==> config.mk <==
export PLATFORM = sky130hd
export DESIGN_NAME = taitosj_scroll_ctrl
export DESIGN_NICKNAME = d
export VERILOG_FILES = /design/src/rtl/taitosj_scroll_ctrl.sv
export SDC_FILE = /design/constraint.sdc
export NUM_CORES = 1
export LEC_CHECK = 0
export BUFFER_PORTS_ARGS = -buffer_cell sky130_fd_sc_hd__buf_2
export CELL_PAD_IN_SITES_DETAIL_PLACEMENT = 1
export CELL_PAD_IN_SITES_GLOBAL_PLACEMENT = 1
export CORE_MARGIN = 8
export CORE_UTILIZATION = 48
export DETAILED_ROUTE_END_ITERATION = 12
export PLACE_DENSITY_LB_ADDON = 0.1
export SKIP_CTS_REPAIR_TIMING = 1
export SYNTH_ARGS = -nofsm -noshare
export SYNTH_HDL_FRONTEND = slang
export SYNTH_SLANG_ARGS = --single-unit
==> constraint.sdc <==
create_clock -name clkm_48MHZ -period 3.6 [get_ports clkm_48MHZ]
set_input_delay 0.18 -clock clkm_48MHZ [delete_from_list [all_inputs] [get_ports clkm_48MHZ]]
set_output_delay 0.18 -clock clkm_48MHZ [all_outputs]
set_load 0.01 [all_outputs]
==> src/rtl/taitosj_scroll_ctrl.sv <==
// Taito SJ playfield scroll controller: CPU shadow registers, h-blank commit scan, shifter load strobes.
// Optional build macro TAITOSJ_VSCROLL_LINE_EN makes vertical scroll commits eligible on every blank.

module taitosj_scroll_ctrl (
  input  logic       clkm_48MHZ,
  input  logic       RESET_n,
  input  logic       ce_6m,
  input  logic       HBL,
  input  logic       VBL,
  input  logic [8:0] SB_HN,
  input  logic       cpu_wr,
  input  logic [2:0] cpu_sel,
  input  logic [7:0] cpu_data,
  output logic [7:0] HSCR0,
  output logic [7:0] HSCR1,
  output logic [7:0] HSCR2,
  output logic [7:0] VSCR0,
  output logic [7:0] VSCR1,
  output logic [7:0] VSCR2,
  output logic [5:0] pending,
  output logic       busy,
  output logic [2:0] SNLD_n,
  output logic       commit_miss
);

  // state | meaning
  // IDLE  | active line, waiting for the start of horizontal blank
  // SCAN  | stepping idx 0..5 on ce_6m, committing eligible pending shadows
  // HOLD  | scan finished, waiting for blank to end
  localparam logic [1:0] ST_IDLE = 2'd0;
  localparam logic [1:0] ST_SCAN = 2'd1;
  localparam logic [1:0] ST_HOLD = 2'd2;

  logic [1:0] state;
  logic [2:0] idx;
  logic       hbl_q;
  logic [7:0] shadow [6];
  logic [7:0] active [6];

  logic       hbl_rise;
  logic       scan_step;
  logic       scan_abort;
  logic       idx_eligible;
  logic [5:0] wr_hit;
  logic [5:0] commit_hit;
  logic       unused_in;

  assign hbl_rise   = ce_6m & HBL & ~hbl_q;
  assign scan_step  = (state == ST_SCAN) & ce_6m & HBL;
  assign scan_abort = (state == ST_SCAN) & ce_6m & ~HBL;

`ifdef TAITOSJ_VSCROLL_LINE_EN
  assign idx_eligible = 1'b1;
  // Coarse counter bits and VBL play no part when vertical scroll is per-line.
  assign unused_in    = ^{SB_HN[8:3], VBL};
`else
  logic vwin;

  assign idx_eligible = (idx < 3'd3) | vwin;
  assign unused_in    = ^SB_HN[8:3];
`endif

  always_comb begin
    wr_hit     = '0;
    commit_hit = '0;
    for (int i = 0; i < 6; i++) begin
      wr_hit[i]     = cpu_wr && (cpu_sel == 3'(i));
      commit_hit[i] = scan_step && idx_eligible && pending[i] && (idx == 3'(i));
    end
  end

  always_ff @(posedge clkm_48MHZ) begin
    if (!RESET_n) begin
      state       <= ST_IDLE;
      idx         <= 3'd0;
      hbl_q       <= 1'b0;
      commit_miss <= 1'b0;
`ifndef TAITOSJ_VSCROLL_LINE_EN
      vwin        <= 1'b0;
`endif
    end else begin
      commit_miss <= scan_abort;
      if (ce_6m)
        hbl_q <= HBL;
      case (state)
        ST_IDLE: begin
          if (hbl_rise) begin
            state <= ST_SCAN;
            idx   <= 3'd0;
`ifndef TAITOSJ_VSCROLL_LINE_EN
            vwin  <= VBL;
`endif
          end
        end
        ST_SCAN: begin
          if (scan_abort)
            state <= ST_IDLE;
          else if (scan_step) begin
            if (idx == 3'd5)
              state <= ST_HOLD;
            else
              idx <= idx + 3'd1;
          end
        end
        ST_HOLD: begin
          if (ce_6m && !HBL)
            state <= ST_IDLE;
        end
        default: state <= ST_IDLE;
      endcase
    end
  end

  // A write landing on the same index as its commit wins the shadow and keeps it pending.
  always_ff @(posedge clkm_48MHZ) begin
    if (!RESET_n) begin
      pending <= 6'd0;
      for (int i = 0; i < 6; i++) begin
        shadow[i] <= 8'h00;
        active[i] <= 8'h00;
      end
    end else begin
      for (int i = 0; i < 6; i++) begin
        if (commit_hit[i])
          active[i] <= shadow[i];
        if (wr_hit[i]) begin
          shadow[i]  <= cpu_data;
          pending[i] <= 1'b1;
        end else if (commit_hit[i]) begin
          pending[i] <= 1'b0;
        end
      end
    end
  end

  always_ff @(posedge clkm_48MHZ) begin
    if (!RESET_n)
      SNLD_n <= 3'b111;
    else if (ce_6m) begin
      SNLD_n[0] <= !((SB_HN[2:0] == active[0][2:0]) && !HBL);
      SNLD_n[1] <= !((SB_HN[2:0] == active[1][2:0]) && !HBL);
      SNLD_n[2] <= !((SB_HN[2:0] == active[2][2:0]) && !HBL);
    end
  end

  assign busy  = (state == ST_SCAN);
  assign HSCR0 = active[0];
  assign HSCR1 = active[1];
  assign HSCR2 = active[2];
  assign VSCR0 = active[3];
  assign VSCR1 = active[4];
  assign VSCR2 = active[5];

endmodule

==> key figures <==
Route
  – Uppermost layer routed: met4
  – Metal2 WL: 5.89 mm
  – Routed wire length: 11.1 mm
  – DR iter-0 viols: 108
  – DRT Pass-1 Iters: 4
  – Met3 Wirelength: 483 µm
  – Post-route ant nets: 0
  – Metal-1 WL: 4.55 mm
  – Vias per cell: 5.14
  – Routed wire per std cell: 19.5 µm
  – Via count: 2922
  – Residual DRC: 0

Power and ir drop
  – Clock power frac: 53.1%
  – Net Sw Frac: 20.5%
  – Net Sw Power: 719 µW
  – Peak supply drop: 491 µV
  – Int Pwr: 2780 µW
  – Cell Pwr Density: 600 nW/µm²
  – Logic pwr share: 4.1%
  – Sequential Power Share: 42.8%
  – Static leakage: 0.00228 µW

Global routing
  – GR Util All Layers: 18.1%
  – Vias in the first global route: 3190
  – Initial antenna violation count: 0
  – Total congestion overflow: 0
  – Global-route wire length before repair: 17.3 mm
  – Largest net degree at the start of global routing: 26

Place
  – Final Wtd Congestion: 0.802
  – Detail Placement HPWL: 7.51 mm
  – IO Port Bufs: 78

Synth
  – Post-synthesis average cell area: 14.2 µm²
  – Synthesized net count: 357
  – Mapped cell area: 4620 µm²
  – Yosys cell types: 43
  – Yosys synthesis warning count: 0
  – Flops & latches, synth: 113
  – Post-synthesis sequential area ratio: 69.7%
  – Syn Inst Count: 326

Worst setup path
  – Crit-path slowest cell: o21ai_0
  – Crit-path max FO: 11
  – Critical Path AT: 2.81 ns
  – Crit path required time: 3.72 ns
  – Worst-path cell chain: a21oi_1, o21ai_2, nand2b_1, o21ai_0
  – Critical path's largest stage delay: 1.02 ns
  – Crit Path Class: reg2reg
  – Worst setup SP type: register
  – Crit. End Element: register

Die
  – # rows: 36
  – Die footprint: 13000 µm²
  – I/O pin count: 85
  – Die width: 114 µm
  – Core area: 9550 µm²
  – Die H: 114 µm
  – Initial Util: 48.4%

Timing
  – Final hold slack: 0.0386 ns
  – Tcrit/Tclk final: 74.7%
  – Post-route clock skew: 0.0101 ns
  – RSZ-0062 raised after global routing: no
  – Slew headroom: 12.4%
  – Slew Limit Fails: 0
  – Max Clk Rate: 0.372 GHz
  – Setup violators final: 0
  – Worst-Margin Slew: 1.30 ns
  – Hold Vio Cnt, Final: 0
  – Min Tclk post-route: 2.69 ns
  – Final TNS setup: 0 ns

Hold path
  – Worst min path class: in2reg

Clock network
  – H-tree Lvls: 4
  – Clock root buffer: clkbuf_8
  – Clk_lat worst skew: 0.51 ns
  – Clock transition at the registers of the reported paths: 0.06 ns
  – CTS buffer count: 17
  – Clock Sinks: 113
  – Clk buf depth: 2
  – Clock tree from TritonCTS: done

Layout
  – Antenna cells: 0
  – Area Growth Syn to Fin: 26.3%
  – Highest-count cells in the layout ignoring fill and taps: and2_1, edfxtp_1, buf_2, dfxtp_1, clkbuf_16
  – Utilization after layout: 61.2%
  – Share of layout cells above drive strength 1: 29.7%
  – Nets: 453

Status
  – Status: finished clean

Run
  – Max Cap Viol: 0
## metal layers
metal	up-vias	track usage [%]
li1	1365	-
met1	1459	19.4
met4	0	6.48
met5	-	0
met3	20	4.43
met2	78	33.7
## metrics by stage
stage / area (µm²) / total power (µW) / setup slack (ns) / std cells
floorplan: 4620 / 1590 / 1.62 / 326
global placement: 5180 / 1660 / 1.12 / 535
detailed placement: 5180 / 1670 / 0.982 / 535
CTS: 5830 / 3520 / 0.930 / 567
global route: 5840 / 3590 / 0.826 / 568
finish: 5840 / 3500 / 0.909 / 568
## flip-flops by register name, summed over array words and instances (netlist names)
signal / cells
active: 48
shadow: 48
pending: 6
SNLD_n: 3
idx: 3
state: 2
commit_miss: 1
hbl_q: 1
vwin: 1
## synthesized netlist by cell type (all sizes together)
cell,n,area (µm²)
o21ai,15,78.8
nor4,4,40.0
mux2i,1,10.0
a31o,2,17.5
o22ai,1,6.26
a31oi,2,12.5
a21bo,1,10.0
o31ai,2,15.0
a32oi,1,8.76
nand2,12,45.0
nand3,4,20.0
nor3,5,63.8
nor2b,1,6.26
inv,8,30.0
o2111ai,1,8.76
o211ai,2,28.8
nand3b,2,15.0
or2,1,6.26
ha,5,62.6
a22oi,1,12.5
and4b,1,10.0
edfxtp,96,2880
dfxtp,17,340
clkbuf,2,7.51
nor2,13,73.8
nor4b,1,8.76
or4,1,7.51
xor2,9,78.8
o32ai,2,17.5
buf,4,25.0
nand4,1,6.26
nand2b,6,37.5
a21oi,6,30.0
and2,96,601
## logic make-up (layout without fill, tap and decap cells)
group | after synthesis | in the layout | synth area share, %
compound gates | 36 | 36 | 5.33
mux | 1 | 1 | 0.216
flops | 113 | 113 | 69.7
buf+inv | 14 | 123 | 1.35
xor+xnor | 9 | 9 | 1.70
fa+ha+maj | 5 | 5 | 1.35
simple gates | 148 | 148 | 20.3
## critical path: cells and delay by family (launching register included)
kind | cells | cell delay (ns)
AO/OA/AOI/OAI | 3 | 1.57
flip-flops | 1 | 0.50
AND/OR/NAND/NOR | 1 | 0.22
## layout make-up
| cell class | count | area, µm² |
|---|---|---|
| multi-input combinational | 199 | 1340 |
| fill | 968 | 3710 |
| clock buffer | 17 | 414 |
| timing repair buffer | 83 | 430 |
| clock inverter | 15 | 239 |
| inverter | 8 | 30.0 |
| tap | 133 | 166 |
| sequential | 113 | 3220 |
## power groups by stage
| stage | Combinational [µW] | Clock [µW] | Sequential [µW] |
|---|---|---|---|
| 6_report | 143 | 1860 | 1500 |
| 5_1_grt | 155 | 1930 | 1510 |
| 4_1_cts | 144 | 1880 | 1500 |
| 3_5_place_dp | 142 | 0 | 1530 |
| 3_3_place_gp | 137 | 0 | 1520 |
| 2_1_floorplan | 57.5 | 0 | 1530 |
## final timing paths
check | startpoint | end | slack, ns | cells past startpoint
worst max register to register | idx[2]$_SDFFE_PN0P_ | active[1][2]$_SDFFCE_PN0P_ | 0.91 | 4
worst max-delay path | idx[2]$_SDFFE_PN0P_ | active[1][2]$_SDFFCE_PN0P_ | 0.91 | 4
worst min-delay path | HBL | hbl_q$_SDFFE_PN0P_ | 0.04 | 3
worst min register to register | hbl_q$_SDFFE_PN0P_ | hbl_q$_SDFFE_PN0P_ | 0.50 | 2
Note: power is estimated with default switching activity, not from simulation.
